$ cat config.mk
export PLATFORM = sky130hd
export DESIGN_NAME = vga_sync_gen
export DESIGN_NICKNAME = d
export VERILOG_FILES = /design/src/rtl/vga_timing_pkg.sv /design/src/rtl/vga_pixel_tick.sv /design/src/rtl/vga_sync_gen.sv
export SDC_FILE = /design/constraint.sdc
export NUM_CORES = 1
export LEC_CHECK = 0
export ABC_CLOCK_PERIOD_IN_PS = 3200
export CAP_MARGIN = 20
export CELL_PAD_IN_SITES_DETAIL_PLACEMENT = 1
export CELL_PAD_IN_SITES_GLOBAL_PLACEMENT = 1
export CORE_MARGIN = 3
export CORE_UTILIZATION = 43
export CTS_CLUSTER_DIAMETER = 30
export DETAILED_ROUTE_END_ITERATION = 16
export PLACE_DENSITY_LB_ADDON = 0.1
export SYNTH_ARGS = -nofsm -noshare
export SYNTH_HDL_FRONTEND = slang
export SYNTH_HIERARCHICAL = 1
export SYNTH_SLANG_ARGS = --single-unit
$ cat constraint.sdc
create_clock -name clk -period 3.2 [get_ports clk]
set_input_delay 0.64 -clock clk [delete_from_list [all_inputs] [get_ports clk]]
set_output_delay 0.64 -clock clk [all_outputs]
set_load 0.02 [all_outputs]
$ cat src/rtl/vga_timing_pkg.sv
// Purpose: default 640x480@60 raster timing constants and the shared coordinate type.
// Latency: none, this file holds constants and types only.
// Backpressure: not applicable.
package vga_timing_pkg;

    // Column/line coordinate carried by every downstream pixel stage.
    typedef logic [9:0] coord_t;

    localparam int H_DISPLAY_DEF = 640;
    localparam int H_FRONT_DEF   = 16;
    localparam int H_SYNC_DEF    = 96;
    localparam int H_BACK_DEF    = 48;
    localparam int V_DISPLAY_DEF = 480;
    localparam int V_FRONT_DEF   = 10;
    localparam int V_SYNC_DEF    = 2;
    localparam int V_BACK_DEF    = 33;

    localparam int H_TOTAL = H_DISPLAY_DEF + H_FRONT_DEF + H_SYNC_DEF + H_BACK_DEF;
    localparam int V_TOTAL = V_DISPLAY_DEF + V_FRONT_DEF + V_SYNC_DEF + V_BACK_DEF;

    // Sync pulses occupy [start, end) in pixels / lines.
    localparam int H_SYNC_START = H_DISPLAY_DEF + H_FRONT_DEF;
    localparam int H_SYNC_END   = H_SYNC_START + H_SYNC_DEF;
    localparam int V_SYNC_START = V_DISPLAY_DEF + V_FRONT_DEF;
    localparam int V_SYNC_END   = V_SYNC_START + V_SYNC_DEF;

endpackage

$ cat src/rtl/vga_pixel_tick.sv
// Purpose: divides the system clock down to a one-clk pixel tick every CLK_DIV clks.
// Latency: first tick is high in the clk after CLK_DIV rising edges following reset release.
// Backpressure: none, free-running; CLK_DIV == 1 holds the tick high.
module vga_pixel_tick #(
    parameter int CLK_DIV = 4
) (
    input  logic clk,
    input  logic reset_n,
    output logic p_tick
);

    localparam int DIV_W = (CLK_DIV > 1) ? $clog2(CLK_DIV) : 1;
    localparam logic [DIV_W-1:0] DIV_LAST = DIV_W'(CLK_DIV - 1);

    logic [DIV_W-1:0] div;

    // Divider wraps at CLK_DIV-1; the tick is registered off that terminal count.
    always_ff @(posedge clk or negedge reset_n) begin
        if (!reset_n) begin
            div    <= '0;
            p_tick <= 1'b0;
        end else begin
            p_tick <= (div == DIV_LAST);
            div    <= (div == DIV_LAST) ? '0 : div + 1'b1;
        end
    end

endmodule

$ cat src/rtl/vga_sync_gen.sv
// Purpose: raster timing generator (x/y counters, hsync/vsync/video_on); optional frame counter under VGA_SYNC_FRAME_CNT_EN.
// Latency: sync/video_on are decoded from next-state x/y, so they change on the same edge as x/y.
// Backpressure: none, free-running; state only advances on p_tick and holds otherwise.
module vga_sync_gen
    import vga_timing_pkg::*;
#(
    parameter int CLK_DIV   = 4,
    parameter int H_DISPLAY = H_DISPLAY_DEF,
    parameter int H_FRONT   = H_FRONT_DEF,
    parameter int H_SYNC    = H_SYNC_DEF,
    parameter int H_BACK    = H_BACK_DEF,
    parameter int V_DISPLAY = V_DISPLAY_DEF,
    parameter int V_FRONT   = V_FRONT_DEF,
    parameter int V_SYNC    = V_SYNC_DEF,
    parameter int V_BACK    = V_BACK_DEF
) (
    input  logic       clk,
    input  logic       reset_n,
    output logic       p_tick,
    output logic       hsync,
    output logic       vsync,
    output logic       video_on,
    output logic [9:0] x,
    output logic [9:0] y
`ifdef VGA_SYNC_FRAME_CNT_EN
    ,
    output logic [7:0] frame_cnt
`endif
);

    localparam int H_TOT = H_DISPLAY + H_FRONT + H_SYNC + H_BACK;
    localparam int V_TOT = V_DISPLAY + V_FRONT + V_SYNC + V_BACK;

    localparam coord_t X_LAST = coord_t'(H_TOT - 1);
    localparam coord_t Y_LAST = coord_t'(V_TOT - 1);

    // 11-bit bounds so a total of exactly 1024 still compares correctly.
    localparam logic [10:0] HS_START = 11'(H_DISPLAY + H_FRONT);
    localparam logic [10:0] HS_END   = 11'(H_DISPLAY + H_FRONT + H_SYNC);
    localparam logic [10:0] VS_START = 11'(V_DISPLAY + V_FRONT);
    localparam logic [10:0] VS_END   = 11'(V_DISPLAY + V_FRONT + V_SYNC);
    localparam logic [10:0] H_VIS    = 11'(H_DISPLAY);
    localparam logic [10:0] V_VIS    = 11'(V_DISPLAY);

    coord_t x_nxt;
    coord_t y_nxt;
    logic   hsync_nxt;
    logic   vsync_nxt;
    logic   video_on_nxt;

    vga_pixel_tick #(
        .CLK_DIV (CLK_DIV)
    ) u_pixel_tick (
        .clk     (clk),
        .reset_n (reset_n),
        .p_tick  (p_tick)
    );

    // Next raster position: x advances per tick, y only on the x wrap, both wrap to (0,0).
    always_comb begin
        x_nxt = x;
        y_nxt = y;
        if (p_tick) begin
            if (x == X_LAST) begin
                x_nxt = '0;
                y_nxt = (y == Y_LAST) ? '0 : y + 1'b1;
            end else begin
                x_nxt = x + 1'b1;
            end
        end
    end

    // Decode the next position so the registered outputs line up with x/y exactly.
    always_comb begin
        hsync_nxt    = !(({1'b0, x_nxt} >= HS_START) && ({1'b0, x_nxt} < HS_END));
        vsync_nxt    = !(({1'b0, y_nxt} >= VS_START) && ({1'b0, y_nxt} < VS_END));
        video_on_nxt = ({1'b0, x_nxt} < H_VIS) && ({1'b0, y_nxt} < V_VIS);
    end

    // Position and decoded outputs; reset lands on (0,0) and its decode.
    always_ff @(posedge clk or negedge reset_n) begin
        if (!reset_n) begin
            x        <= '0;
            y        <= '0;
            hsync    <= 1'b1;
            vsync    <= 1'b1;
            video_on <= 1'b1;
        end else begin
            x        <= x_nxt;
            y        <= y_nxt;
            hsync    <= hsync_nxt;
            vsync    <= vsync_nxt;
            video_on <= video_on_nxt;
        end
    end

`ifdef VGA_SYNC_FRAME_CNT_EN
    // Frame counter bumps on the tick that wraps the last pixel of the frame; rolls over at 255.
    always_ff @(posedge clk or negedge reset_n) begin
        if (!reset_n) begin
            frame_cnt <= 8'd0;
        end else if (p_tick && (x == X_LAST) && (y == Y_LAST)) begin
            frame_cnt <= frame_cnt + 8'd1;
        end
    end
`endif

endmodule
==> results of run 1 <==
[logic make-up (layout without fill, tap and decap cells)]
kind of cell / count (synthesis) / count (layout)
AOI/OAI and AO/OA: 30 / 30
xor gates and xnor gates: 11 / 11
adders and majority gates: 4 / 4
buffers and inverters: 14 / 33
DFF: 26 / 26
muxes: 3 / 3
and+or+nand+nor: 64 / 64
[state kept, by name, summed over array words and instances (netlist names)]
register,cells
hsync,1
x,10
u_pixel_tick/p_tick,1
y,10
vsync,1
u_pixel_tick/div,2
video_on,1
[path summary, 6_finish.rpt]
| check | start | end | slack [ns] | cells after the start |
|---|---|---|---|---|
| max in group asynchronous | reset_n | video_on | 2.24 | 2 |
| hold / removal | u_pixel_tick/div[0] | u_pixel_tick/div[0] | 0.45 | 1 |
| hold reg to reg | u_pixel_tick/div[0] | u_pixel_tick/div[0] | 0.45 | 1 |
| setup reg to reg | x[0] | vsync | 0.75 | 6 |
| min in group asynchronous | reset_n | x[2] | 0.66 | 2 |
| setup / recovery | x[0] | vsync | 0.75 | 6 |
[power breakdown]
part | internal (uW) | total [uW] | switching [uW]
combinational | 1.87 | 8.25 | 6.38
sequential | 329 | 329 | 0
clock | 69.8 | 170 | 101
total | 400 | 508 | 107
[metrics by stage]
| step | instance area [um^2] | worst slack, ns | power, uW | hold WS [ns] | utilization (%) |
|---|---|---|---|---|---|
| after floorplan | 1463 | 1.072 | 334.9 | 0.3444 | - |
| after global placement | 1717 | 0.9714 | 343.4 | 0.4144 | 54.44 |
| after detailed placement | 1717 | 0.7863 | 343.6 | 0.4399 | 54.44 |
| after CTS | 1753 | 0.7494 | 509.4 | 0.4558 | 55.60 |
| after global routing | 1753 | 0.5658 | 525.3 | 0.4986 | 55.60 |
| final | 1753 | 0.7501 | 507.5 | 0.4488 | 55.60 |
[layout by cell type, fill, tap and decap left out, drive strengths merged, types with 2 or more instances in the layout]
| cell type | n |
|---|---|
| dfrtp | 23 |
| nor2 | 10 |
| nand2b | 3 |
| o2111ai | 2 |
| nor4 | 2 |
| nand2 | 15 |
| xor2 | 5 |
| and4 | 2 |
| a21oi | 7 |
| and3 | 2 |
| dfstp | 3 |
| mux2i | 3 |
| xnor2 | 6 |
| nor3 | 7 |
| clkdlybuf4s50 | 25 |
| o21ai | 10 |
| ha | 4 |
| nand4 | 7 |
| a31oi | 2 |
| clkbuf | 4 |
| nand3 | 7 |
| inv | 3 |
| o22ai | 2 |
| or3 | 2 |
[worst max-delay path: stages (launching register included)]
cell and delay (ns):
dfrtp_1 0.46, ha_1 0.26, and3_1 0.43, nand4_1 0.32, or3_1 0.44, a221oi_2 0.32
nand4b_1 0.15
[layer usage]
metal | GRT usage (%) | up-vias
met2 | 33.76 | 29
met4 | 7.124 | 0
met5 | 0 | -
li1 | - | 593
met1 | 28.33 | 660
met3 | 3.163 | 9
[area by class of cell]
class | instances | area [um^2] | share of cell area [%]
Clock buffer | 4 | 36.28 | 2.070
Inverter | 3 | 11.26 | 0.6424
Multi-Input combinational cell | 112 | 738.2 | 42.11
Sequential cell | 26 | 654.4 | 37.33
Tap cell | 44 | 55.05 | 3.141
Timing Repair Buffer | 26 | 257.7 | 14.70
==> impl_metrics.yaml, run 1 <==
status:
  outcome: "finished clean"
finish:
  drive_gt1_share_pct: 7.018
  final_cells: 215
  antenna_cells: 0
  area_growth_pct: 19.85
  final_nets: 178
  n_fill_cell: 372
floorplan:
  core-area_mm2: 0.003153
  fp-row-count: 20
  ios: 26
  fp.dieArea_mm2: 0.004137
  die_h_um: 64.32
  initial_core_util_pct: 46.39
  die_w_um: 64.32
synth:
  syn-mean-instance-area_um2: 9.623
  synth_area_leader_cell: "dfrtp_1"
  synth-seq-area-share_pct: 44.74
  yosys_warnings: 6
  yosys.area_share.simple_pct: 25.15
  synth_nets: 158
  yosysTopAreaCellShare_pct: 39.35
  synth_area_leaders: "dfrtp_1 (39%), dfstp_2 (5.4%), nand2_1 (3.8%), xnor2_1 (3.6%), ha_1 (3.4%)"
  synth_commonest_cells: "dfrtp_1 (23), nand2_1 (15), nor2_1 (10), o21ai_0 (10)"
  synthAdderAreaFrac_pct: 3.422
  synth_mux_area_share_pct: 2.053
  yosysMostFrequentCell: "dfrtp_1"
  ys_ff_latch: 26
  syn-cell-area_mm2: 0.001463
  async_reset_ff_share_pct: 100.0
  syn_inst: 152
  synth_ff_type: "dfrtp_1"
  synth-compound-area-share_pct: 13.26
  synth_top_family_by_area: "simple AND/OR/NAND/NOR gates"
  synth_edf_count: 0
  synth_xor_area_share_pct: 6.587
  synthDistinctLibCells: 40
placement:
  placedCellCount: 211
  io_buffers: 25
  gp_congestion: 0.8341
  hpwl_um: 2883
critical_path:
  endpoint_kind: "flip-flop"
  crit_type: "reg2reg"
  cp.arrival_ns: 2.71
  cp-start-kind: "flip-flop"
  cp_max_fo: 10
  crit_required_ns: 3.46
sta:
  fmax_mhz: 408.2
  min_period_ns: 2.450
  min_period_over_period_pct: 76.56
  tns_ns: 0
  skew_ns: 0.001679
  final-hold-violation-count: 0
  setup-violations-final: 0
  rsz0062_at_grt: "no"
  timing_max_transition_violations_final: 0
  max_slew_margin_pct: 65.72
  tightest_slew_ns: 0.5142
clocking:
  clkSlewWorstSetupHoldPaths_ns: 0.14
  post_cts_buffers: 0
  cts_tree: "done"
  cts_buffer_depth: 2
  ctsHtreeMaxLevel: 1
  cts.repair.resized: 0
  clkSinkCount: 26
  cts_root_buf: "clkbuf_4"
  holdBufCountCts: 0
  numCtsBuffers: 3
  clk_latency_ns: 0.33
detailed_routing:
  drt-initial-drc-count: 62
  wl_per_cell_um: 18.47
  vias_per_cell: 6.005
  dr.max_layer_used: "met4"
  drtPass1Iterations: 4
  wl_um: 3972
  drc: 0
  vias: 1291
  wl_met3_um: 122
  drtAntennaViolNets: 0
  met2RoutedLength_um: 1878
  wirelength_met1_um: 1888
global_routing:
  grt_overflow: 0
  grt_max_degree: 27
  grt_pass1_vias: 1343
  grt_first_pass_wirelength_um: 6837
  antenna_found_initial: 0
  grt_usage_pct: 20.85
power_and_ir_drop:
  p_leak_uw: 0.0006702
  ir_drop_v: 0.0001634
  p_per_area_mw_per_mm2: 289.5
hold_path:
  min_path_type: "reg2reg"
job:
  cap_viol_max_count: 0
(Power assumes the default switching activity.)
==> inputs of run 2 (changes only) <==
Settings changed: ABC_CLOCK_PERIOD_IN_PS 3200 to 2110, CORE_UTILIZATION 43 to 36.
Clock period 3.2 ns to 2.11 ns, I/O delays scaled along.
==> impl_metrics.yaml, run 2 (synthesis gave the netlist of run 1 again) <==
global_routing:
  grt_pass1_vias: 1372
  grt_first_pass_wirelength_um: 6810
  antenna_found_initial: 0
  grt_max_degree: 27
  grt_usage_pct: 17.31
  grt_overflow: 0
critical_path:
  cp-startpoint: "x[0]"
  endpoint_kind: "flip-flop"
  crit_required_ns: 2.30
  worstReg2RegEnd: "vsync"
  crit_end: "vsync"
  cp-start-kind: "flip-flop"
  cp_max_fo: 5
  cp.arrival_ns: 2.21
  crit_type: "reg2reg"
  r2r_slack_ns: 0.09
  worst_r2r_path_depth: 6
  rr_startpoint: "x[0]"
floorplan:
  fp-row-count: 22
  core-area_mm2: 0.003799
  initial_core_util_pct: 38.50
  die_w_um: 69.74
  ios: 26
  die_h_um: 69.74
  fp.dieArea_mm2: 0.004864
power_and_ir_drop:
  p_leak_uw: 0.0007670
  finalPower_uw: 919.9
  ir_drop_v: 0.0002698
  p_per_area_mw_per_mm2: 475.5
  p_comb_share_pct: 1.4
  clock_power_share_pct: 44.5
  switching_share_pct: 17.97
  p_seq_share_pct: 54.1
  internal-power_uw: 754.5
  p_sw_uw: 165.3
placement:
  gp_congestion: 0.8395
  io_buffers: 25
  hpwl_um: 3112
  placedCellCount: 232
finish:
  ff_latch_area_um2: 656.9
  multi_input_area_um2: 742.0
  area_growth_pct: 32.25
  n_fill_cell: 434
  final_nets: 196
  layout_commonest_cell: "clkdlybuf4s50_1"
  largestRegisters: "x: 10 flops, y: 10 flops, u_pixel_tick/div: 2 flops"
  drive_gt1_share_pct: 17.99
  final_cells: 237
  antenna_cells: 0
  final_cell_mix: "clkdlybuf4s50_1 (25), dfrtp_1 (21), buf_4 (19)"
detailed_routing:
  wl_per_cell_um: 17.18
  vias_per_cell: 5.553
  drc: 0
  drt-initial-drc-count: 73
  drtAntennaViolNets: 0
  drtPass1Iterations: 4
  wl_um: 4071
  vias: 1316
sta:
  min_period_ns: 2.022
  rsz0062_at_grt: "no"
  timing_max_transition_violations_final: 0
  setup-violations-final: 0
  min_period_over_period_pct: 95.81
  tns_ns: 0
  fmax_mhz: 494.6
  whs_ns: 0.4434
  tightest_slew_ns: 0.3704
  max_slew_margin_pct: 75.10
  skew_ns: 0.005961
  final-hold-violation-count: 0
hold_path:
  min_path_type: "reg2reg"
clocking:
  cts_tree: "done"
  clk_latency_ns: 0.27
  ctsHtreeMaxLevel: 1
  numCtsBuffers: 3
  clkSlewWorstSetupHoldPaths_ns: 0.09
  cts_buffer_depth: 2
  clkSinkCount: 26
  cts_root_buf: "clkbuf_8"
  holdBufCountCts: 0
status:
  outcome: "finished clean"
job:
  cap_viol_max_count: 0
-- run 2: changes by cell type in the layout (fill, tap and decap cells not counted), sizes merged --
cell    change
buf        +18
bufinv      +1
clkbuf      -1
-- run 2: worst min path at each step --
stage | start | to | slack [ns] | cells past startpoint
after floorplan | reset_n | u_pixel_tick/div[0] | 0.13 | 0
after global placement | u_pixel_tick/div[0] | u_pixel_tick/div[0] | 0.41 | 1
after detailed placement | u_pixel_tick/div[0] | u_pixel_tick/div[0] | 0.44 | 1
after CTS | u_pixel_tick/div[0] | u_pixel_tick/div[0] | 0.45 | 1
after global routing | u_pixel_tick/div[0] | u_pixel_tick/div[0] | 0.47 | 1
final | u_pixel_tick/div[0] | u_pixel_tick/div[0] | 0.44 | 1
-- run 2: per-stage QoR --
| stage | utilization [%] | setup slack, ns | instance area, um^2 |
|---|---|---|---|
| 6_report | 50.92 | 0.08834 | 1934 |
| 5_1_grt | 50.92 | 0.02233 | 1934 |
| 4_1_cts | 50.63 | 0.006217 | 1923 |
| 3_5_place_dp | 48.75 | 0.03662 | 1852 |
| 3_3_place_gp | 48.75 | 0.1679 | 1852 |
| 2_1_floorplan | - | 0.06484 | 1465 |
-- run 2: critical path: stages, from the launching register on --
cell	delay, ns
dfrtp_2	0.41
ha_2	0.21
and3_2	0.25
nand3_4	0.09
or4_4	0.54
a221oi_2	0.31
nand4b_1	0.13
-- run 2: timing repair --
action / CTS / global route
gates resized for setup: 0 / 2
buffers inserted: 0 / 1
hold endpoints to repair: 0 / 0
endpoints found under the setup margin: 0 / 2
-- run 2: layer usage --
| metal | global-route usage (%) | up-vias | part of all wire [%] |
|---|---|---|---|
| met2 | 31.78 | 19 | 54 |
| met5 | 0 | - | 0 |
| met3 | 2.754 | 6 | 2.1 |
| li1 | - | 629 | - |
| met1 | 20.54 | 662 | 43 |
| met4 | 5.319 | 0 | 1.4 |
-- run 2: final cells by class --
cell class / count / share of cell area (%)
Multi-Input combinational cell: 112 / 38.36
Sequential cell: 26 / 33.96
Timing Repair Buffer: 44 / 20.31
Tap cell: 48 / 3.105
Clock buffer: 3 / 2.135
Clock inverter: 1 / 1.552
Inverter: 3 / 0.5821
-- run 2: power by group through the flow --
stage / Sequential, uW / Combinational (uW) / Clock (uW)
finish: 498 / 12.6 / 409
global route: 498 / 14.8 / 449
CTS: 498 / 13.5 / 425
detailed placement: 508 / 13.5 / 0
global placement: 508 / 13.0 / 0
floorplan: 508 / 0.000260 / 0
==> inputs of run 3 (changes only) <==
Settings changed: ABC_CLOCK_PERIOD_IN_PS 2110 to 2400, CORE_UTILIZATION 36 to 25.
Clock period 2.11 ns to 2.4 ns, I/O delays scaled along.
==> impl_metrics.yaml, run 3 (synthesis gave the netlist of run 1 again) <==
finish:
  layout_commonest_cell: "clkdlybuf4s50_1"
  n_fill_cell: 656
  antenna_cells: 0
  drive_gt1_share_pct: 12.15
  multi_input_area_um2: 738.2
  final_cell_mix: "clkdlybuf4s50_1 (25), dfrtp_1 (23), nand2_1 (15)"
  largestRegisters: "x: 10 flops, y: 10 flops, u_pixel_tick/div: 2 flops"
  area_growth_pct: 29.77
  stdcell_area_mm2: 0.001898
  ff_latch_area_um2: 654.4
  final_nets: 188
critical_path:
  cp-start-kind: "flip-flop"
  cpLargestDelayFamily: "simple AND/OR/NAND/NOR gates"
  worst-path-stages: 6
  worstReg2RegEnd: "vsync"
  path_cells: "ha_1 -> and3_1 -> nand3_4 -> or4_4 -> a221oi_2 -> nand4b_1"
  cp_max_fo: 5
  crit_type: "reg2reg"
  path_buf_inv: 0
  crit_required_ns: 2.59
  r2r_slack_ns: 0.35
  cp-startpoint: "x[0]"
  worst_r2r_path_depth: 6
  crit_end: "vsync"
  cp.arrival_ns: 2.24
  slowest_stage: "or4_4"
  rr_startpoint: "x[0]"
  cpPeakStageDelay_ns: 0.53
  endpoint_kind: "flip-flop"
floorplan:
  fp.dieArea_mm2: 0.006805
  fp-row-count: 27
  initial_core_util_pct: 26.24
  die_h_um: 82.49
  die_w_um: 82.49
  ios: 26
  core-area_mm2: 0.005574
clocking:
  ctsHtreeMaxLevel: 1
  holdBufCountCts: 0
  clk_latency_ns: 0.27
  cts_root_buf: "clkbuf_8"
  cts.repair.resized: 0
  cts_tree: "done"
  post_cts_buffers: 0
  numCtsBuffers: 3
  clkSlewWorstSetupHoldPaths_ns: 0.09
  clkSinkCount: 26
  cts_buffer_depth: 2
detailed_routing:
  wl_per_cell_um: 15.85
  wl_um: 4009
  drc: 0
  drtPass1Iterations: 4
  vias_per_cell: 5.000
  drt-initial-drc-count: 28
  drtAntennaViolNets: 0
  vias: 1265
placement:
  hpwl_um: 3108
  gp_congestion: 0.8010
  place_area_mm2: 0.001827
  io_buffers: 25
power_and_ir_drop:
  p_leak_uw: 0.0007356
  p_per_area_mw_per_mm2: 429.9
  finalPower_uw: 815.9
  ir_drop_v: 0.0001821
sta:
  max_slew_margin_pct: 72.94
  whs_ns: 0.4313
  setup-violations-final: 0
  tightest_slew_ns: 0.4047
  tns_ns: 0
  min_period_ns: 2.053
  skew_ns: 0.001748
  fmax_mhz: 487.0
  timing_max_transition_violations_final: 0
  min_period_over_period_pct: 85.55
  rsz0062_at_grt: "no"
  final-hold-violation-count: 0
hold_path:
  min_path_type: "reg2reg"
global_routing:
  grt_usage_pct: 12.89
  grt_overflow: 0
  grt_max_degree: 27
  antenna_found_initial: 0
  grt_first_pass_wirelength_um: 6630
  grt_pass1_vias: 1313
job:
  cap_viol_max_count: 0
status:
  outcome: "finished clean"
[run 3: changes by cell type in the layout (fill, tap and decap cells not counted), sizes merged]
cell | previous run | this run
buf | 19 | 11
[run 3: through the flow]
step	cells	utilization [%]	worst slack (ns)
after global routing	253	34.05	0.1893
after detailed placement	249	32.77	0.3613
after floorplan	152	-	0.2718
after CTS	253	34.05	0.3331
after global placement	249	32.77	0.3838
final	253	34.05	0.3467
[run 3: area by class of cell]
cell class	count	area share [%]
multi-input combinational	112	38.89
sequential	26	34.48
timing repair buffer	36	17.53
tap	72	4.746
clock buffer	3	2.175
clock inverter	1	1.582
inverter	3	0.5933
[run 3: metal layers]
metal | share of wire (%) | vias to the layer above | GRT usage [%] | wire, um
met5 | 0 | - | 0 | 0
met2 | 51 | 15 | 22.76 | 2063
li1 | - | 611 | - | -
met3 | 2.7 | 4 | 2.495 | 108
met4 | 0.75 | 0 | 3.431 | 30
met1 | 45 | 635 | 15.98 | 1806
[run 3: power breakdown]
part           internal (uW)  total, uW  switching [uW]
Clock                    223        367             143
Sequential               438        438               0
Combinational           2.49       11.4            8.90
[run 3: worst register-to-register path: cells and delay by family, from the launching register on]
kind / cells / cell delay (ns)
adders and majority gates: 1 / 0.25
DFF: 1 / 0.43
and+or+nand+nor: 4 / 1.01
AOI/OAI and AO/OA: 1 / 0.28
[run 3: worst min-delay path by stage]
stage	from	endpoint	slack, ns	cells after the start
after global routing	u_pixel_tick/div[0]	u_pixel_tick/div[0]	0.47	1
after CTS	u_pixel_tick/div[0]	u_pixel_tick/div[0]	0.44	1
after floorplan	reset_n	u_pixel_tick/div[0]	0.18	0
after global placement	u_pixel_tick/div[0]	u_pixel_tick/div[0]	0.41	1
final	u_pixel_tick/div[0]	u_pixel_tick/div[0]	0.43	1
after detailed placement	u_pixel_tick/div[0]	u_pixel_tick/div[0]	0.42	1
